===== config.mk =====
export PLATFORM = sky130hd
export DESIGN_NAME = sb_uart_msg_tx_flat
export DESIGN_NICKNAME = d
export VERILOG_FILES = /design/src/rtl/sb_uart_msg_tx_if.sv /design/src/rtl/sb_uart_msg_tx.sv /design/src/flat_wrapper.sv
export SDC_FILE = /design/constraint.sdc
export NUM_CORES = 1
export LEC_CHECK = 0
export BUFFER_PORTS_ARGS = -buffer_cell sky130_fd_sc_hd__buf_2
export CAP_MARGIN = 20
export CORE_UTILIZATION = 60
export DETAILED_ROUTE_END_ITERATION = 10
export GPL_TIMING_DRIVEN = 1
export PLACE_DENSITY = 0.83
export SYNTH_ARGS = -nofsm -noshare
export SYNTH_HDL_FRONTEND = slang
export SYNTH_SLANG_ARGS = --single-unit

===== constraint.sdc =====
create_clock -name clk_50M -period 5.56 [get_ports clk_50M]
set_input_delay 0.556 -clock clk_50M [delete_from_list [all_inputs] [get_ports clk_50M]]
set_output_delay 0.556 -clock clk_50M [all_outputs]
set_load 0.05 [all_outputs]

===== src/rtl/sb_uart_msg_tx_if.sv =====
// ---------------------------------------------------------------------------
// sb_uart_msg_tx_if
// Request/response and serial-line bundle for the Swachhta Bot XBee message
// transmitter.
//   tx_start    request, sampled only while ready=1
//   msg_type    0=GBI, 1=PICKUP, 2=END, 3=reserved
//   colour      0=red, 1=green, 2=blue, 3=invalid
//   bin_number  bin/node digit 0..9
//   ready       transmitter idle and able to accept tx_start
//   done        one-cycle pulse after the last stop bit of a message
//   err         one-cycle pulse when a request is rejected
//   tx          UART serial line, idles high
// master = task controller side, slave = transmitter side.
// ---------------------------------------------------------------------------
interface sb_uart_msg_tx_if;
    logic       tx_start;
    logic [1:0] msg_type;
    logic [1:0] colour;
    logic [3:0] bin_number;
    logic       ready;
    logic       done;
    logic       err;
    logic       tx;

    modport master (
        output tx_start, msg_type, colour, bin_number,
        input  ready, done, err, tx
    );

    modport slave (
        input  tx_start, msg_type, colour, bin_number,
        output ready, done, err, tx
    );
endinterface


===== src/rtl/sb_uart_msg_tx.sv =====
// ---------------------------------------------------------------------------
// sb_uart_msg_tx
// UART message transmitter for the Swachhta Bot XBee link. On an accepted
// request the message fields are latched and a multi-character ASCII message
// is serialised as 8N1/8N2 frames, LSB first, with no gap between characters.
//   GBI    : "GBI" d "-" w "-#"   (w: red='M', green='D', blue='W')
//   PICKUP : "PU" d "-#"
//   END    : "END-#"
//   d = '0' + bin_number; optional '\n' appended when APPEND_NL=1.
// Ports
//   clk_50M  system clock
//   rst      synchronous, active-high reset (abandons any message in flight)
//   bus      sb_uart_msg_tx_if.slave: tx_start/msg_type/colour/bin_number in,
//            ready/done/err/tx out (all outputs registered)
// Parameters
//   CLKS_PER_BIT  clock cycles per UART bit (>= 2)
//   STOP_BITS     1 or 2
//   APPEND_NL     1 = append 0x0A after the final '#'
// ---------------------------------------------------------------------------
module sb_uart_msg_tx #(
    parameter int CLKS_PER_BIT = 434,
    parameter int STOP_BITS    = 2,
    parameter int APPEND_NL    = 0
) (
    input  logic            clk_50M,
    input  logic            rst,
    sb_uart_msg_tx_if.slave bus
);

    localparam int BAUD_W = $clog2(CLKS_PER_BIT);
    localparam logic [BAUD_W-1:0] BAUD_LAST = BAUD_W'(CLKS_PER_BIT - 1);
    // Stop-bit counter is one bit wide: last index is 0 for 1 stop bit, 1 for 2.
    localparam logic STOP_LAST = (STOP_BITS == 2) ? 1'b1 : 1'b0;

    localparam logic [2:0] S_IDLE  = 3'd0;
    localparam logic [2:0] S_START = 3'd1;
    localparam logic [2:0] S_DATA  = 3'd2;
    localparam logic [2:0] S_STOP  = 3'd3;
    localparam logic [2:0] S_DONE  = 3'd4;

    // Character at position idx of the message described by mt/col/bin.
    // Any position past the base message is the optional newline.
    function automatic logic [7:0] char_at(
        input logic [1:0] mt,
        input logic [1:0] col,
        input logic [3:0] bin,
        input logic [3:0] idx
    );
        logic [7:0] d;
        logic [7:0] w;
        logic [7:0] c;
        d = 8'h30 + {4'h0, bin};
        case (col)
            2'd0:    w = 8'h4D;  // 'M'
            2'd1:    w = 8'h44;  // 'D'
            2'd2:    w = 8'h57;  // 'W'
            default: w = 8'h3F;
        endcase
        case (mt)
            2'd0: begin
                case (idx)
                    4'd0:    c = 8'h47;  // 'G'
                    4'd1:    c = 8'h42;  // 'B'
                    4'd2:    c = 8'h49;  // 'I'
                    4'd3:    c = d;
                    4'd4:    c = 8'h2D;  // '-'
                    4'd5:    c = w;
                    4'd6:    c = 8'h2D;
                    4'd7:    c = 8'h23;  // '#'
                    default: c = 8'h0A;
                endcase
            end
            2'd1: begin
                case (idx)
                    4'd0:    c = 8'h50;  // 'P'
                    4'd1:    c = 8'h55;  // 'U'
                    4'd2:    c = d;
                    4'd3:    c = 8'h2D;
                    4'd4:    c = 8'h23;
                    default: c = 8'h0A;
                endcase
            end
            2'd2: begin
                case (idx)
                    4'd0:    c = 8'h45;  // 'E'
                    4'd1:    c = 8'h4E;  // 'N'
                    4'd2:    c = 8'h44;  // 'D'
                    4'd3:    c = 8'h2D;
                    4'd4:    c = 8'h23;
                    default: c = 8'h0A;
                endcase
            end
            default: c = 8'h0A;
        endcase
        return c;
    endfunction

    // Index of the final character for a message type.
    function automatic logic [3:0] last_index(input logic [1:0] mt);
        logic [3:0] base;
        case (mt)
            2'd0:    base = 4'd7;
            default: base = 4'd4;
        endcase
        return (APPEND_NL != 0) ? base + 4'd1 : base;
    endfunction

    logic [2:0]        state_r;
    logic [BAUD_W-1:0] baud_cnt_r;
    logic [2:0]        bit_idx_r;
    logic              stop_cnt_r;
    logic [3:0]        char_idx_r;
    logic [3:0]        last_idx_r;
    logic [1:0]        type_r;
    logic [1:0]        colour_r;
    logic [3:0]        bin_r;
    logic [7:0]        char_r;
    logic              ready_r;
    logic              done_r;
    logic              err_r;
    logic              tx_r;

    logic              req_ok_s;
    logic              baud_end_s;
    logic [7:0]        first_char_s;
    logic [7:0]        next_char_s;

    // Request validation and character lookup for the current/next character.
    always_comb begin
        req_ok_s = !((bus.msg_type == 2'd3) ||
                     ((bus.msg_type == 2'd0) && (bus.colour == 2'd3)) ||
                     ((bus.msg_type != 2'd2) && (bus.bin_number > 4'd9)));
        baud_end_s   = (baud_cnt_r == BAUD_LAST);
        first_char_s = char_at(bus.msg_type, bus.colour, bus.bin_number, 4'd0);
        next_char_s  = char_at(type_r, colour_r, bin_r, char_idx_r + 4'd1);
    end

    // Message FSM, baud timing and registered outputs.
    always_ff @(posedge clk_50M) begin
        if (rst) begin
            state_r    <= S_IDLE;
            baud_cnt_r <= '0;
            bit_idx_r  <= 3'd0;
            stop_cnt_r <= 1'b0;
            char_idx_r <= 4'd0;
            last_idx_r <= 4'd0;
            type_r     <= 2'd0;
            colour_r   <= 2'd0;
            bin_r      <= 4'd0;
            char_r     <= 8'h00;
            ready_r    <= 1'b1;
            done_r     <= 1'b0;
            err_r      <= 1'b0;
            tx_r       <= 1'b1;
        end else begin
            done_r <= 1'b0;
            err_r  <= 1'b0;
            case (state_r)
                S_IDLE: begin
                    baud_cnt_r <= '0;
                    if (bus.tx_start) begin
                        if (req_ok_s) begin
                            type_r     <= bus.msg_type;
                            colour_r   <= bus.colour;
                            bin_r      <= bus.bin_number;
                            char_r     <= first_char_s;
                            char_idx_r <= 4'd0;
                            last_idx_r <= last_index(bus.msg_type);
                            ready_r    <= 1'b0;
                            tx_r       <= 1'b0;  // start bit begins immediately
                            state_r    <= S_START;
                        end else begin
                            err_r <= 1'b1;
                        end
                    end
                end
                S_START: begin
                    if (baud_end_s) begin
                        baud_cnt_r <= '0;
                        bit_idx_r  <= 3'd0;
                        tx_r       <= char_r[0];
                        state_r    <= S_DATA;
                    end else begin
                        baud_cnt_r <= baud_cnt_r + 1'b1;
                    end
                end
                S_DATA: begin
                    if (baud_end_s) begin
                        baud_cnt_r <= '0;
                        if (bit_idx_r == 3'd7) begin
                            tx_r       <= 1'b1;
                            stop_cnt_r <= 1'b0;
                            state_r    <= S_STOP;
                        end else begin
                            bit_idx_r <= bit_idx_r + 3'd1;
                            tx_r      <= char_r[bit_idx_r + 3'd1];
                        end
                    end else begin
                        baud_cnt_r <= baud_cnt_r + 1'b1;
                    end
                end
                S_STOP: begin
                    if (baud_end_s) begin
                        baud_cnt_r <= '0;
                        if (stop_cnt_r == STOP_LAST) begin
                            if (char_idx_r == last_idx_r) begin
                                state_r <= S_DONE;
                            end else begin
                                // Next start bit follows the last stop bit directly.
                                char_idx_r <= char_idx_r + 4'd1;
                                char_r     <= next_char_s;
                                tx_r       <= 1'b0;
                                state_r    <= S_START;
                            end
                        end else begin
                            stop_cnt_r <= 1'b1;
                        end
                    end else begin
                        baud_cnt_r <= baud_cnt_r + 1'b1;
                    end
                end
                S_DONE: begin
                    // done and ready appear together; a request in that cycle is taken.
                    done_r  <= 1'b1;
                    ready_r <= 1'b1;
                    state_r <= S_IDLE;
                end
                default: begin
                    state_r <= S_IDLE;
                    ready_r <= 1'b1;
                    tx_r    <= 1'b1;
                end
            endcase
        end
    end

    assign bus.ready = ready_r;
    assign bus.done  = done_r;
    assign bus.err   = err_r;
    assign bus.tx    = tx_r;

endmodule


===== src/flat_wrapper.sv =====
// flat-port wrapper written by rule: the top's interface ports become plain ports
module sb_uart_msg_tx_flat 
#(
    parameter int CLKS_PER_BIT = 434,
    parameter int STOP_BITS    = 2,
    parameter int APPEND_NL    = 0
)
  (clk_50M, rst, bus_tx_start, bus_msg_type, bus_colour, bus_bin_number, bus_ready, bus_done, bus_err, bus_tx);
  sb_uart_msg_tx_if bus_i ();
  input  logic clk_50M;
  input  logic rst;
  input wire logic [$bits(bus_i.tx_start)-1:0] bus_tx_start;
  input wire logic [$bits(bus_i.msg_type)-1:0] bus_msg_type;
  input wire logic [$bits(bus_i.colour)-1:0] bus_colour;
  input wire logic [$bits(bus_i.bin_number)-1:0] bus_bin_number;
  output wire logic [$bits(bus_i.ready)-1:0] bus_ready;
  output wire logic [$bits(bus_i.done)-1:0] bus_done;
  output wire logic [$bits(bus_i.err)-1:0] bus_err;
  output wire logic [$bits(bus_i.tx)-1:0] bus_tx;
  assign bus_i.tx_start = bus_tx_start;
  assign bus_i.msg_type = bus_msg_type;
  assign bus_i.colour = bus_colour;
  assign bus_i.bin_number = bus_bin_number;
  assign bus_ready = bus_i.ready;
  assign bus_done = bus_i.done;
  assign bus_err = bus_i.err;
  assign bus_tx = bus_i.tx;
  sb_uart_msg_tx #(.CLKS_PER_BIT(CLKS_PER_BIT), .STOP_BITS(STOP_BITS), .APPEND_NL(APPEND_NL)) u_core (.clk_50M(clk_50M), .rst(rst), .bus(bus_i));
endmodule

==> results of run 1 <==
==> worst max-delay path: cells and delay by family, from the launching register on <==
kind	cells	cell delay (ns)
DFF	1	0.55
buffers and inverters	1	0.43
adders and majority gates	1	0.67
AOI/OAI and AO/OA	4	1.03
==> how the worst max path moves through the flow <==
stage | startpoint | to | slack, ns | cells after the start
after floorplan | u_core.char_idx_r[0]$_SDFFE_PP0P_ | u_core.char_r[0]$_SDFFE_PP0P_ | 3.38 | 7
after global placement | u_core.char_idx_r[1]$_SDFFE_PP0P_ | u_core.char_r[0]$_SDFFE_PP0P_ | 3.00 | 6
after detailed placement | u_core.char_idx_r[1]$_SDFFE_PP0P_ | u_core.char_r[0]$_SDFFE_PP0P_ | 2.86 | 6
after CTS | u_core.char_idx_r[1]$_SDFFE_PP0P_ | u_core.char_r[0]$_SDFFE_PP0P_ | 2.87 | 6
after global routing | u_core.char_idx_r[0]$_SDFFE_PP0P_ | u_core.char_r[0]$_SDFFE_PP0P_ | 2.61 | 6
final | u_core.char_idx_r[1]$_SDFFE_PP0P_ | u_core.char_r[0]$_SDFFE_PP0P_ | 2.75 | 6
==> metrics by stage <==
step	instance area, um^2	hold WS, ns
floorplan	2910	0.434
global placement	2910	0.439
detailed placement	2910	0.466
CTS	3020	0.478
global route	3020	0.512
finish	3020	0.480
==> layer usage <==
layer / routed length (um) / track usage, % / part of all wire [%]
met5: 0 / 0 / 0
met4: 123 / 10.9 / 1.8
met3: 449 / 4.92 / 6.7
met2: 3060 / 45.2 / 46
met1: 3070 / 37.5 / 46
==> synth_stat cells, drive strengths merged (2+ instances only) <==
| cell | number |
|---|---|
| dfxtp | 41 |
| ha | 16 |
| a211oi | 5 |
| o221ai | 2 |
| mux2i | 15 |
| a32oi | 3 |
| a21oi | 26 |
| nor3 | 10 |
| inv | 15 |
| o21ai | 17 |
| buf | 11 |
| xnor2 | 3 |
| a21boi | 2 |
| o41ai | 2 |
| nand2 | 20 |
| a2bb2oi | 2 |
| o21bai | 2 |
| and3 | 6 |
| o31ai | 2 |
| o211ai | 3 |
| clkbuf | 16 |
| a211o | 6 |
| o22a | 2 |
| xor2 | 5 |
| or2 | 4 |
| and2 | 3 |
| nor4 | 2 |
| o22ai | 4 |
| nor3b | 4 |
| a32o | 2 |
| a31oi | 5 |
| nor2b | 7 |
| nand2b | 6 |
| or3 | 5 |
| o21a | 3 |
| nand3 | 15 |
| nor2 | 56 |
==> where the power goes <==
part / switching [W] / internal (W) / leakage (nW)
clock: 0.000113 / 0.000115 / 0.0549
combinational: 0.000211 / 0.000131 / 0.795
sequential: 0.0000430 / 0.000333 / 0.333
total: 0.000367 / 0.000579 / 1.18
==> cell families (layout without fill, tap and decap cells) <==
group / count (synthesis) / in the layout / share of synthesized area [%]
flip-flops: 41 / 41 / 28.2
XOR/XNOR: 8 / 8 / 2.41
AND/OR/NAND/NOR: 144 / 144 / 24.4
buffers and inverters: 43 / 38 / 6.70
adder cells (fa/ha/maj): 16 / 16 / 6.87
multiplexers: 17 / 17 / 6.31
AO/OA/AOI/OAI: 102 / 102 / 25.1
==> sequential cells by signal (all words and copies together) (netlist names) <==
name               cells
u_core.type_r          2
u_core.colour_r        2
u_core.last_idx_r      2
u_core.char_idx_r      4
u_core.state_r         3
u_core.bin_r           4
u_core.bus.done        1
u_core.stop_cnt_r      1
u_core.bit_idx_r       3
u_core.bus.err         1
u_core.char_r          7
u_core.bus.ready       1
u_core.bus.tx          1
u_core.baud_cnt_r      9
==> cell type report <==
type / count / area share, %
Sequential cell: 41 / 27.2
Multi-Input combinational cell: 287 / 62.9
Inverter: 16 / 1.99
Clock buffer: 7 / 3.19
Tap cell: 52 / 2.16
Clock inverter: 1 / 0.290
Timing Repair Buffer: 14 / 2.32
==> results_dict.tcl, run 1 <==
set metrics [dict create \
    drt-total-wl_um 6700 \
    syn-instance-count 371 \
    cp.arrival_ns 2.98 \
    diodes 0 \
    portBuffers 14 \
    grt_pass1_wl_um 11400 \
    synth_seq_area_share_pct 28.2 \
    relSlewSlack_pct 31.0 \
    worst_setup_path_start_kind "flop" \
    rows 24 \
    routedWlPerCell_um 16.0 \
    setup_viol 0 \
    die_area_um2 5140 \
    cts_buffers 5 \
    layout_min_cycle_time_ns 2.81 \
    worstSetupPathType "flop to flop" \
    htreeDepth 2 \
    hold-path-cell-count 2 \
    crit_fanout 20 \
    cts_tree "yes" \
    finalClockSkew_ns 0.0109 \
    regToRegStartpoint "u_core.char_idx_r[1]$_SDFFE_PP0P_" \
    grt_usage_pct 28.1 \
    p_leak_nw 1.18 \
    powerDensity_nw_per_um2 313 \
    hold_path.class "flop to flop" \
    yosysTopAreaCell "dfxtp_1" \
    clock_sinks 41 \
    clk_pin_slew_ns 0.09 \
    syn_to_final_growth_pct 3.61 \
    final_common_cell "nor2_1" \
    fin_nets 392 \
    die_w_um 71.7 \
    hold_path_end "u_core.char_r[1]$_SDFFE_PP0P_" \
    fill_cells 375 \
    synth_cell_types 73 \
    place_congestion 0.953 \
    reg2reg_slack_ns 2.75 \
    cts-root-buf "clkbuf_8" \
    post_cts_resized 0 \
    fin_crit_sh_pct 50.5 \
    drt_iter0_markers 313 \
    max_freq_mhz 356 \
    cts_buffer_depth 2 \
    drc 0 \
    ant_nets 0 \
    syn_area_um2 2910 \
    post-route-util_pct 67.0 \
    ys_top_cells_by_area "dfxtp_1 (28%), nor2_1 (7.1%), ha_1 (6.9%)" \
    start_util_pct 64.7 \
    finalHoldViolCount 0 \
    cpMaxStageDelayCell "ha_1" \
    grt_antenna_before_repair 0 \
    register_area_um2 821 \
    rsz0062_at_grt "false" \
    synth-seq-cells 41 \
    final_cell_mix "nor2_1 (55), dfxtp_1 (41), a21oi_1 (26), nand2_1 (20), ha_1 (16)" \
    path_cells "ha_1 -> clkinv_1 -> a41oi_1 -> a211oi_1 -> a221oi_1 -> o22ai_2" \
    multiInputGateArea_um2 1900 \
    maxCapViolCount 0 \
    max_stage_delay_ns 0.67 \
    status "finished, final reports clean" \
    ys.flop_type "dfxtp_1" \
    fin_ws_ns 2.75 \
    clkLatencyLatePin_ns 0.31 \
    drt_first_pass_iters 5 \
    drive_gt1_share_pct 10.1 \
    report.final.slew_viol_count 0 \
    synth-edff-count 0 \
    pre_cts_slack_ns 2.86 \
    layout.cells.non_filler 418 \
    via_per_inst 6.46 \
    reg2regPathDepth 6 \
    dp_cells 410 \
    min_from "u_core.char_r[1]$_SDFFE_PP0P_" \
    syn-mean-instance-area_um2 7.85 \
    worstPathRequired_ns 5.74 \
    fin_setup_tns_ns 0 \
    tightest_slew_ns 1.03 \
    critPathCaptureType "flop" \
    grt_start_max_net_pins 36 \
    pin_count 15 \
    fp.dieH_um 71.7 \
    r2r_end "u_core.char_r[0]$_SDFFE_PP0P_" \
    grt_overflow 0 \
    design.core.area_um2 4500 \
    ir_worst_vdd_uv 218 \
    syn-num-nets 398 \
    yosysTopAreaCellShare_pct 28.2 \
    cts_setup_buffers 0 \
    hpwl_um 4860 \
    vias 2701 \
    holdBufCountCts 0 \
    postSynth.asyncResetShare_pct 0 \
    yosysWarnings 0 \
    grt_pass1_vias 2463 \
    finalPower_w 0.000946 \
]
Note: power is estimated with default switching activity, not from simulation.
==> run 2: changes to the inputs <==
--- a/config.mk
+++ b/config.mk
@@ -7,10 +7,10 @@
 export LEC_CHECK = 0
 export BUFFER_PORTS_ARGS = -buffer_cell sky130_fd_sc_hd__buf_2
 export CAP_MARGIN = 20
-export CORE_UTILIZATION = 60
+export CORE_UTILIZATION = 56
 export DETAILED_ROUTE_END_ITERATION = 10
 export GPL_TIMING_DRIVEN = 1
-export PLACE_DENSITY = 0.83
+export PLACE_DENSITY = 0.82
 export SYNTH_ARGS = -nofsm -noshare
 export SYNTH_HDL_FRONTEND = slang
 export SYNTH_SLANG_ARGS = --single-unit
==> constraint.sdc (replaced) <==
create_clock -name clk_50M -period 2.5 [get_ports clk_50M]
set_input_delay 0.25 -clock clk_50M [delete_from_list [all_inputs] [get_ports clk_50M]]
set_output_delay 0.25 -clock clk_50M [all_outputs]
set_load 0.05 [all_outputs]
==> run 2 against run 1 <==
Net effect: core utilization fell by 2.1 points; clock power rose by 150%; sequential cell count did not move; hold slack got worse by 0.29 ns; maximum frequency rose by 21%.
==> results_dict.tcl, run 2 (same netlist as run 1, synthesis figures left out) <==
set metrics [dict create \
    grt_pass1_wl_um 11200 \
    fin_setup_tns_ns 0 \
    cts-root-buf "clkbuf_8" \
    powerDensity_nw_per_um2 686 \
    grt_usage_pct 26.3 \
    grt_antenna_before_repair 0 \
    clock_sinks 41 \
    tightest_slew_ns 0.639 \
    drt-total-wl_um 6700 \
    reg_top3 "u_core.baud_cnt_r: 9 flops, u_core.char_r: 7 flops" \
    die_area_um2 5490 \
    post_cts_resized 0 \
    r2r_end "u_core.char_r[5]$_SDFFE_PP0P_" \
    largest_register_ffs 9 \
    clk_pin_slew_ns 0.09 \
    report.final.slew_viol_count 0 \
    cp.arrival_ns 2.52 \
    relSlewSlack_pct 57.4 \
    top_register "u_core.baud_cnt_r" \
    layout_min_cycle_time_ns 2.32 \
    start_util_pct 60.1 \
    reg2regPathDepth 7 \
    regToRegStartpoint "u_core.char_idx_r[0]$_SDFFE_PP0P_" \
    cts_setup_buffers 0 \
    worst_setup_path_start_kind "flop" \
    pin_count 15 \
    portBuffers 14 \
    crit_fanout 12 \
    final_common_cell "nor2_1" \
    grt_pass1_vias 2408 \
    final_cell_mix "nor2_1 (55), dfxtp_1 (41), a21oi_1 (26), nand2_1 (20)" \
    die_w_um 74.1 \
    design.core.area_um2 4850 \
    syn_to_final_growth_pct 8.03 \
    finalHoldViolCount 0 \
    fin_crit_sh_pct 92.9 \
    drc 0 \
    grt_start_max_net_pins 36 \
    maxCapViolCount 0 \
    place_congestion 0.928 \
    drt_first_pass_iters 5 \
    post-route-util_pct 64.9 \
    finalClockSkew_ns 0.0167 \
    drive_gt1_share_pct 13.5 \
    cts_tree "yes" \
    drt_iter0_markers 344 \
    fp.dieH_um 74.1 \
    critPathCaptureType "flop" \
    max_freq_mhz 431 \
    rsz0062_at_grt "false" \
    worstPathRequired_ns 2.70 \
    rows 25 \
    vias 2748 \
    hpwl_um 4900 \
    holdBufCountCts 0 \
    fin_nets 404 \
    reg2reg_slack_ns 0.18 \
    setup_viol 0 \
    hold_path.class "input port to flop" \
    status "finished, final reports clean" \
    diodes 0 \
    p_leak_nw 1.24 \
    min_from "bus_bin_number[0]" \
    ant_nets 0 \
    hold_path_end "u_core.bin_r[0]$_SDFFE_PP0P_" \
    cts_buffer_depth 2 \
    clkLatencyLatePin_ns 0.31 \
    routedWlPerCell_um 15.0 \
    htreeDepth 2 \
    hold-path-cell-count 3 \
    ir_worst_vdd_uv 604 \
    grt_overflow 0 \
    cts_buffers 5 \
    via_per_inst 6.18 \
    worstSetupPathType "flop to flop" \
]
==> run 2: cell types whose count changed in the layout (fill, tap and decap cells not counted) <==
| cell | change |
|---|---|
| bufinv_16 | +1 |
| ha_2 | +2 |
| inv_6 | -1 |
| clkinvlp_4 | +1 |
| clkbuf_8 | -1 |
| buf_4 | +12 |
| ha_1 | -2 |
==> run 2: layer usage <==
metal  track usage [%]  wire (um)  vias to the layer above
met4              9.19        129                        0
met2              39.5       2960                      107
met3              5.01        413                       15
met5                 0          0                        -
li1                  -          -                     1363
met1              37.6       3190                     1263
==> run 2: area by class of cell <==
cell class	count	area, um^2
clock inverters	2	37.5
repair buffers	26	160
fillers	420	1700
clock buffers	6	82.6
flip-flops and latches	41	821
multi-input cells	287	1900
well taps	67	83.8
inverters	16	60.1
==> run 2: per-stage QoR <==
step	total power (W)	hold WS [ns]	instance area [um^2]	setup slack [ns]	std cells
CTS	0.00216	0.188	3140	0.156	445
detailed placement	0.00160	0.449	3020	0.200	437
floorplan	0.00147	0.397	2910	0.325	371
global route	0.00229	0.191	3150	0.0406	445
finish	0.00216	0.187	3150	0.178	445
global placement	0.00158	0.440	3020	0.244	437
==> run 2: critical path, cell delays in order, from the launching register on <==
cell	delay [ns]
dfxtp_1	0.54
inv_1	0.15
ha_1	0.28
or4_1	0.51
o211a_1	0.22
nand3_1	0.11
o221ai_1	0.13
a41o_1	0.27
==> run 2: power breakdown <==
part           total (W)  internal, W  switching (W)
sequential      0.000833     0.000741      0.0000917
clock           0.000563     0.000325       0.000238
combinational   0.000764     0.000303       0.000461
total            0.00216      0.00137       0.000791
==> run 2: worst max path at each step <==
stage	start	end	slack, ns
2_1_floorplan	u_core.char_idx_r[0]$_SDFFE_PP0P_	u_core.char_r[0]$_SDFFE_PP0P_	0.32
3_3_place_gp	u_core.char_idx_r[1]$_SDFFE_PP0P_	u_core.char_r[1]$_SDFFE_PP0P_	0.24
3_5_place_dp	u_core.char_idx_r[1]$_SDFFE_PP0P_	u_core.char_r[0]$_SDFFE_PP0P_	0.20
4_1_cts	u_core.char_idx_r[1]$_SDFFE_PP0P_	u_core.char_r[0]$_SDFFE_PP0P_	0.16
5_1_grt	u_core.char_idx_r[0]$_SDFFE_PP0P_	u_core.char_r[5]$_SDFFE_PP0P_	0.04
6_report	u_core.char_idx_r[0]$_SDFFE_PP0P_	u_core.char_r[5]$_SDFFE_PP0P_	0.18
